### config.mk
export PLATFORM = sky130hd
export DESIGN_NAME = key_debouncer
export DESIGN_NICKNAME = d
export VERILOG_FILES = /design/src/rtl/key_debouncer.sv
export SDC_FILE = /design/constraint.sdc
export NUM_CORES = 1
export LEC_CHECK = 0
export CORE_MARGIN = 1.5
export CORE_UTILIZATION = 44
export CTS_CLUSTER_SIZE = 30
export DETAILED_ROUTE_END_ITERATION = 7
export GPL_TIMING_DRIVEN = 0
export PLACE_DENSITY = 0.56
export REMOVE_ABC_BUFFERS = 1
export SYNTH_ARGS = -nofsm -noshare
export SYNTH_HDL_FRONTEND = slang
export SYNTH_SLANG_ARGS = --single-unit
### constraint.sdc
create_clock -name i_clk -period 3.7 [get_ports i_clk]
set_clock_uncertainty 0.15 [all_clocks]
set_input_delay 0.555 -clock i_clk [delete_from_list [all_inputs] [get_ports i_clk]]
set_output_delay 0.555 -clock i_clk [all_outputs]
set_load 0.1 [all_outputs]
### src/rtl/key_debouncer.sv
// Three-key debouncer: per-key two-flop synchronizer, debounce FSM, press pulse and level.
// Define KEY_DEBOUNCER_LONG_PRESS_EN to add per-key long-press detection on o_long_pulse.
module key_debouncer #(
  parameter int DEBOUNCE_CYCLES = 50000,
  parameter int LONG_CYCLES     = 6000000
) (
  input  logic       i_clk,
  input  logic       i_rst,
  input  logic [2:0] i_key_n,
  output logic [2:0] o_key_pulse,
  output logic [2:0] o_key_level,
  output logic [2:0] o_long_pulse
);

  localparam int MAX_CYCLES = (DEBOUNCE_CYCLES > LONG_CYCLES) ? DEBOUNCE_CYCLES : LONG_CYCLES;
  localparam int CNT_W      = $clog2(MAX_CYCLES) + 1;
  localparam logic [CNT_W-1:0] DB_LAST = CNT_W'(DEBOUNCE_CYCLES - 1);
  localparam logic [CNT_W-1:0] CNT_MAX = '1;

  typedef enum logic [1:0] {S_UP, S_DN_WAIT, S_DOWN, S_UP_WAIT} state_t;

  logic [2:0] r_sync1;
  logic [2:0] r_sync2;

  // Synchronizer flops reset to the released (high) level of the active-low keys.
  always_ff @(posedge i_clk or posedge i_rst) begin
    if (i_rst) begin
      r_sync1 <= 3'b111;
      r_sync2 <= 3'b111;
    end else begin
      r_sync1 <= i_key_n;
      r_sync2 <= r_sync1;
    end
  end

  for (genvar k = 0; k < 3; k++) begin : g_key
    state_t           r_state;
    state_t           w_state_nxt;
    logic [CNT_W-1:0] r_cnt;
    logic [CNT_W-1:0] w_cnt_nxt;
    logic [CNT_W-1:0] w_cnt_inc;
    logic             r_pulse;
    logic             r_level;
    logic             w_pulse_nxt;
    logic             w_level_nxt;
    logic             w_sync;

    assign w_sync    = ~r_sync2[k];
    assign w_cnt_inc = (r_cnt == CNT_MAX) ? r_cnt : r_cnt + 1'b1;

    always_ff @(posedge i_clk or posedge i_rst) begin
      if (i_rst) begin
        r_state <= S_UP;
        r_cnt   <= '0;
        r_pulse <= 1'b0;
        r_level <= 1'b0;
      end else begin
        r_state <= w_state_nxt;
        r_cnt   <= w_cnt_nxt;
        r_pulse <= w_pulse_nxt;
        r_level <= w_level_nxt;
      end
    end

    always_comb begin
      w_state_nxt = r_state;
      w_cnt_nxt   = r_cnt;
      w_pulse_nxt = 1'b0;
      w_level_nxt = r_level;
      case (r_state)
        S_UP: begin
          if (w_sync) begin
            w_state_nxt = S_DN_WAIT;
            w_cnt_nxt   = '0;
          end
        end
        S_DN_WAIT: begin
          if (!w_sync) begin
            w_state_nxt = S_UP;
          end else if (r_cnt == DB_LAST) begin
            w_state_nxt = S_DOWN;
            w_pulse_nxt = 1'b1;
            w_level_nxt = 1'b1;
          end else begin
            w_cnt_nxt = w_cnt_inc;
          end
        end
        S_DOWN: begin
          if (!w_sync) begin
            w_state_nxt = S_UP_WAIT;
            w_cnt_nxt   = '0;
          end
        end
        S_UP_WAIT: begin
          // A bounce back to pressed resumes the press silently.
          if (w_sync) begin
            w_state_nxt = S_DOWN;
          end else if (r_cnt == DB_LAST) begin
            w_state_nxt = S_UP;
            w_level_nxt = 1'b0;
          end else begin
            w_cnt_nxt = w_cnt_inc;
          end
        end
        default: begin
          w_state_nxt = S_UP;
        end
      endcase
    end

    assign o_key_pulse[k] = r_pulse;
    assign o_key_level[k] = r_level;

`ifdef KEY_DEBOUNCER_LONG_PRESS_EN
    localparam logic [CNT_W-1:0] LONG_LAST = CNT_W'(LONG_CYCLES - 1);
    logic [CNT_W-1:0] r_hold;
    logic             r_long;

    // Hold count survives release bounces; it passes LONG_LAST only once per press.
    always_ff @(posedge i_clk or posedge i_rst) begin
      if (i_rst) begin
        r_hold <= '0;
        r_long <= 1'b0;
      end else begin
        r_long <= 1'b0;
        if (r_state == S_DOWN) begin
          if (r_hold == LONG_LAST) begin
            r_long <= 1'b1;
          end
          if (r_hold != CNT_MAX) begin
            r_hold <= r_hold + 1'b1;
          end
        end else if (r_state == S_UP) begin
          r_hold <= '0;
        end
      end
    end

    assign o_long_pulse[k] = r_long;
`else
    assign o_long_pulse[k] = 1'b0;
`endif
  end

endmodule
Word level (Yosys, flattened, before mapping)
Index checks and enable logic that the tools add are counted.
Word-level totals
  logic and storage cells: 137
  bits of input ports: 5
  register bits after elaboration: 90
  output and inout bits: 9
Cells by class
  muxes and demuxes: 66
  equal/unequal tests: 39
  reductions and logical operators: 15
  add/sub/neg operators: 3
Operators with widths (count)
  2-to-1 mux 24 bit: 18
  one-hot mux 24 bit (4 select lines): 3
  adder 24 x 1 -> 24 bit (second input constant): 3
  equality test 24 x 16 -> 1 bit (second input constant): 3
  equality test 24 bit (second input constant): 3
  2-to-1 mux 2 bit: 18
  != test 2 bit (second input constant): 18
  one-hot mux 2 bit (4 select lines): 3
  AND reduction 4 bit: 6
  2-to-1 mux 1 bit: 21
  != test 3 bit (second input constant): 6
  AND reduction 5 bit: 3
  equality test 2 bit (second input constant): 6
  equality test 2 x 1 -> 1 bit (second input constant): 3
  logical NOT 2 bit: 3
  one-hot mux 1 bit (2 select lines): 3
  nonzero test 2 bit: 3

Logic depth before layout (Yosys ltp)
  depth after elaboration: 5
  depth in mapped cells: 8
  depth with buffers taken out: 7

Least setup slack after synthesis
OpenSTA, ideal clock, no wires.
  kind: register -> register
  from: reg g_key[0].r_cnt[0]
  to: reg g_key[0].r_cnt[11]
  path slack: 1.379 ns
  data required time: 3.424 ns
  period minus slack after synthesis: 2.321 ns
  setup time: 0.126 ns
  path buffers: 0
  stages on the path, launching flop included: 7
  arrival: 2.045 ns
  cells stage by stage: dfrtp_1 -> ha_1 -> nand3_1 -> or4_4 -> o31a_4 -> and3_1 -> a221o_1
Between the ends
  cells in the longest elaborated chain, start to end: 5
  elaborated cells on any way between the ends: 8
  classes of those cells: add/sub: 1; eq/ne: 2; mux: 5
Ends and longest elaborated chain
  from (decl): line 39  | logic [CNT_W-1:0] r_cnt;
  from (signal assigned): line 59  | r_cnt <= w_cnt_nxt;
  adder 24 x 1 -> 24 bit / equality test 24 bit (equally long branches): line 49  | assign w_cnt_inc = (r_cnt == CNT_MAX) ? r_cnt : r_cnt + 1'b1;
  2-to-1 mux 24 bit: line 49
  2-to-1 mux 24 bit (*): line 80, 98
  2-to-1 mux 24 bit, on equally long branches: line 96, 78
  one-hot mux 24 bit (4 select lines) (*): line 70  | case (r_state)
Mark *: on every way between the ends. The rest lies on a longest branch, timed or not. The select of a mux whose other input is x is not followed.
A chain may end at the register's enable or synchronous reset.

Worst setup path after layout
  from: reg g_key[1].r_state[0]
  to: reg g_key[1].r_cnt[10]
Between the ends
  cells in the longest elaborated chain, start to end: 3
  elaborated cells on any way between the ends: 10
  classes of those cells: eq/ne: 7; mux: 1; reduce/logical: 2
Ends and longest elaborated chain
  from (decl): line 37  | state_t r_state;
  from (signal assigned): line 58  | r_state <= w_state_nxt;
  equality test 2 x 1 -> 1 bit (tied with other cells): line 70
  != test 2 bit (no line)
  AND reduction 4 bit (no line)
  to (signal assigned): line 59
  to (decl): line 39
Parallel ways exist; a longest one is shown, timed or not.

==> impl_metrics.json <==
{
  "outcome": "completed",
  "cpMaxStageDelayCell": "dfrtp_1",
  "swShare_pct": 25.37,
  "row_count": 40,
  "hp-class": "reg2reg",
  "vias_per_cell": 6.345,
  "synth_top_area_share_pct": 38.13,
  "drt-initial-drc-count": 288,
  "max_stage_delay_ns": 0.72,
  "start_util_pct": 45.52,
  "drive_above_1_share_pct": 7.805,
  "io_buffers": 10,
  "p_seq_share_pct": 48.9,
  "antenna_found_initial": 0,
  "root_buffer": "clkbuf_16",
  "crit_chain": "and4b_1 > nand4_1 > o21ai_2 > buf_8 > inv_1 > o211ai_2 > o21ai_0",
  "ant_nets": 0,
  "clock_latency_ns": 0.35,
  "grt.overflow.total": 0,
  "dieArea_um2": 13210,
  "wl_um": 13600,
  "vdd_ir_drop_max_uv": 212.9,
  "static-leakage-power_nw": 2.293,
  "p_comb_share_pct": 6.0,
  "first_global_vias": 4647,
  "slew_headroom_pct": 31.17,
  "critical_path_class": "reg2reg",
  "path_delay_family": "compound AO/OA/AOI/OAI gates",
  "hold_viol": 0,
  "via_count": 4968,
  "synth_edf_count": 0,
  "fin_crit_sh_pct": 79.98,
  "power_density_nw_per_um2": 360.0,
  "n_antenna_cell": 0,
  "synth_common_cells": "dfrtp_1 (84), nand2_1 (58), nand3_1 (47)",
  "synthFlopType": "dfrtp_1",
  "cp_max_fo": 17,
  "path_buf_inv": 2,
  "die_h_um": 114.9,
  "syn_area_per_cell_um2": 8.695,
  "tns_ns": 0,
  "cts.sinks": 90,
  "crit_arrival_ns": 3.00,
  "dp.cells": 767,
  "end_kind": "flip-flop",
  "period_minus_slack_ns": 2.959,
  "synth.area.top_cells": "dfrtp_1 (38%), nand3_1 (4.3%), nand2_1 (3.9%)",
  "fmax_mhz": 337.9,
  "area_growth_pct": 9.192,
  "nets": 618,
  "crit_required_ns": 3.74,
  "power_frac_clock_pct": 45.1,
  "synth_area_um2": 5513,
  "grt_use_total_pct": 21.76,
  "instances_no_fill": 783,
  "final_core_util_pct": 49.70,
  "multi_input_area_um2": 2992,
  "syn_inst": 634,
  "cts.path.max_buffers": 2,
  "critPathLaunchType": "flip-flop",
  "ys_warn_count": 0,
  "gp_congestion": 0.8284,
  "cts_buffers": 9,
  "synthArstFlopShare_pct": 100.0,
  "hpwlAfterDp_um": 9154,
  "cts_hold_buf": 0,
  "wire_per_inst_um": 17.37,
  "die_x_um": 114.9,
  "cts_tree": "built",
  "worst_pin_slew_ns": 1.032,
  "finalSetupViolations": 0,
  "p_switching_mw": 0.5497,
  "cts_setup_buffers": 0,
  "core_area_um2": 12110,
  "cts_htree_levels": 3,
  "internal-power_mw": 1.617,
  "rsz0062_at_grt": "false",
  "max_cap_viol_count": 0,
  "synth_most_common_cell": "dfrtp_1",
  "fillCellCount": 1172,
  "synth_seq_cells": 90,
  "synth-seq-area-share_pct": 40.99,
  "pin_count": 14,
  "ys_types": 69,
  "firstDrtPassIters": 6,
  "grt_first_pass_wirelength_um": 23160,
  "grt_max_degree": 51,
  "final_cell_area_um2": 6020,
  "slew_violations": 0,
  "seq_area_um2": 2261,
  "cts.clk_slew.worst_paths_ns": 0.07,
  "synth_top_area_cell": "dfrtp_1",
  "drc": 0,
  "cts_resized": 0,
  "post_dp_cell_area_um2": 5704
}
-- path summary, 6_finish.rpt --
kind                                     startpoint            endpoint  slack [ns]  cells after the start
max in group asynchronous                     i_rst          r_sync1[1]        2.19                      3
worst min register to register           r_sync1[0]          r_sync2[0]        0.21                      0
min in group asynchronous                     i_rst    g_key[0].r_pulse        0.50                      2
worst min-delay path                     r_sync1[0]          r_sync2[0]        0.21                      0
worst max register to register  g_key[1].r_state[0]  g_key[1].r_cnt[10]        0.74                      7
worst max-delay path            g_key[1].r_state[0]  g_key[1].r_cnt[10]        0.74                      7
-- kinds of logic (layout without fill, tap and decap cells) --
kind of cell    Yosys count  in the layout  synth area share [%]
simple gates            291            291                 29.32
compound gates          174            174                 22.08
flops                    90             90                 40.99
buf+inv                  67             46                 5.515
xor+xnor                  5              5                0.7945
fa+ha+maj                 3              3                0.6810
mux                       3              3                0.5447
other cells               1              3               0.06802
-- flip-flops by register name (all words and copies together) (netlist names), named ones only --
name and count:
g_key.r_pulse 3, g_key.r_cnt 72, r_sync1 3, r_sync2 3, g_key.r_state 3, g_key.r_level 3
-- power groups by stage --
stage | Clock, mW | Sequential, mW | Combinational [mW]
final | 0.977 | 1.06 | 0.131
after global routing | 1.04 | 1.07 | 0.149
after CTS | 0.994 | 1.06 | 0.134
after detailed placement | 0 | 1.08 | 0.134
after global placement | 0 | 1.07 | 0.120
after floorplan | 0 | 1.06 | 0.0934
-- cell type report --
| cell class | count | share of cell area (%) |
|---|---|---|
| timing repair buffer | 15 | 3.055 |
| tap | 168 | 3.492 |
| clock buffer | 11 | 4.199 |
| clock inverter | 5 | 1.018 |
| multi-input combinational | 479 | 49.70 |
| inverter | 15 | 0.9769 |
| sequential | 90 | 37.56 |
-- layer usage --
metal	vias to the layer above	GRT usage, %	share of wire (%)
met5	-	0	0
met4	0	6.667	1.4
met3	15	5.113	3.8
met2	85	35.32	48
met1	2451	29.03	47
li1	2417	-	-
-- metrics by stage --
| step | power (mW) | worst slack (ns) | hold WS, ns |
|---|---|---|---|
| 6_report | 2.167 | 0.7409 | 0.2068 |
| 5_1_grt | 2.251 | 0.4743 | 0.2102 |
| 4_1_cts | 2.186 | 0.7219 | 0.2071 |
| 3_5_place_dp | 1.209 | 0.7435 | 0.1976 |
| 3_3_place_gp | 1.194 | -1.483 | 0.1956 |
| 2_1_floorplan | 1.156 | 0.1705 | 0.1952 |
-- placed cells by master, fill, tap and decap left out, types with 13 or more instances in the layout --
cell and n:
dfrtp_1 83, nand2_1 58, nand3_1 47, a21oi_1 31, nor2_1 31, o21ai_0 28
nand4_1 26, o31ai_1 26, nor4_1 24, nor3_1 22, a31oi_1 18, inv_1 14
and3_1 14, or4_1 13
Note: power is estimated with default switching activity, not from simulation.
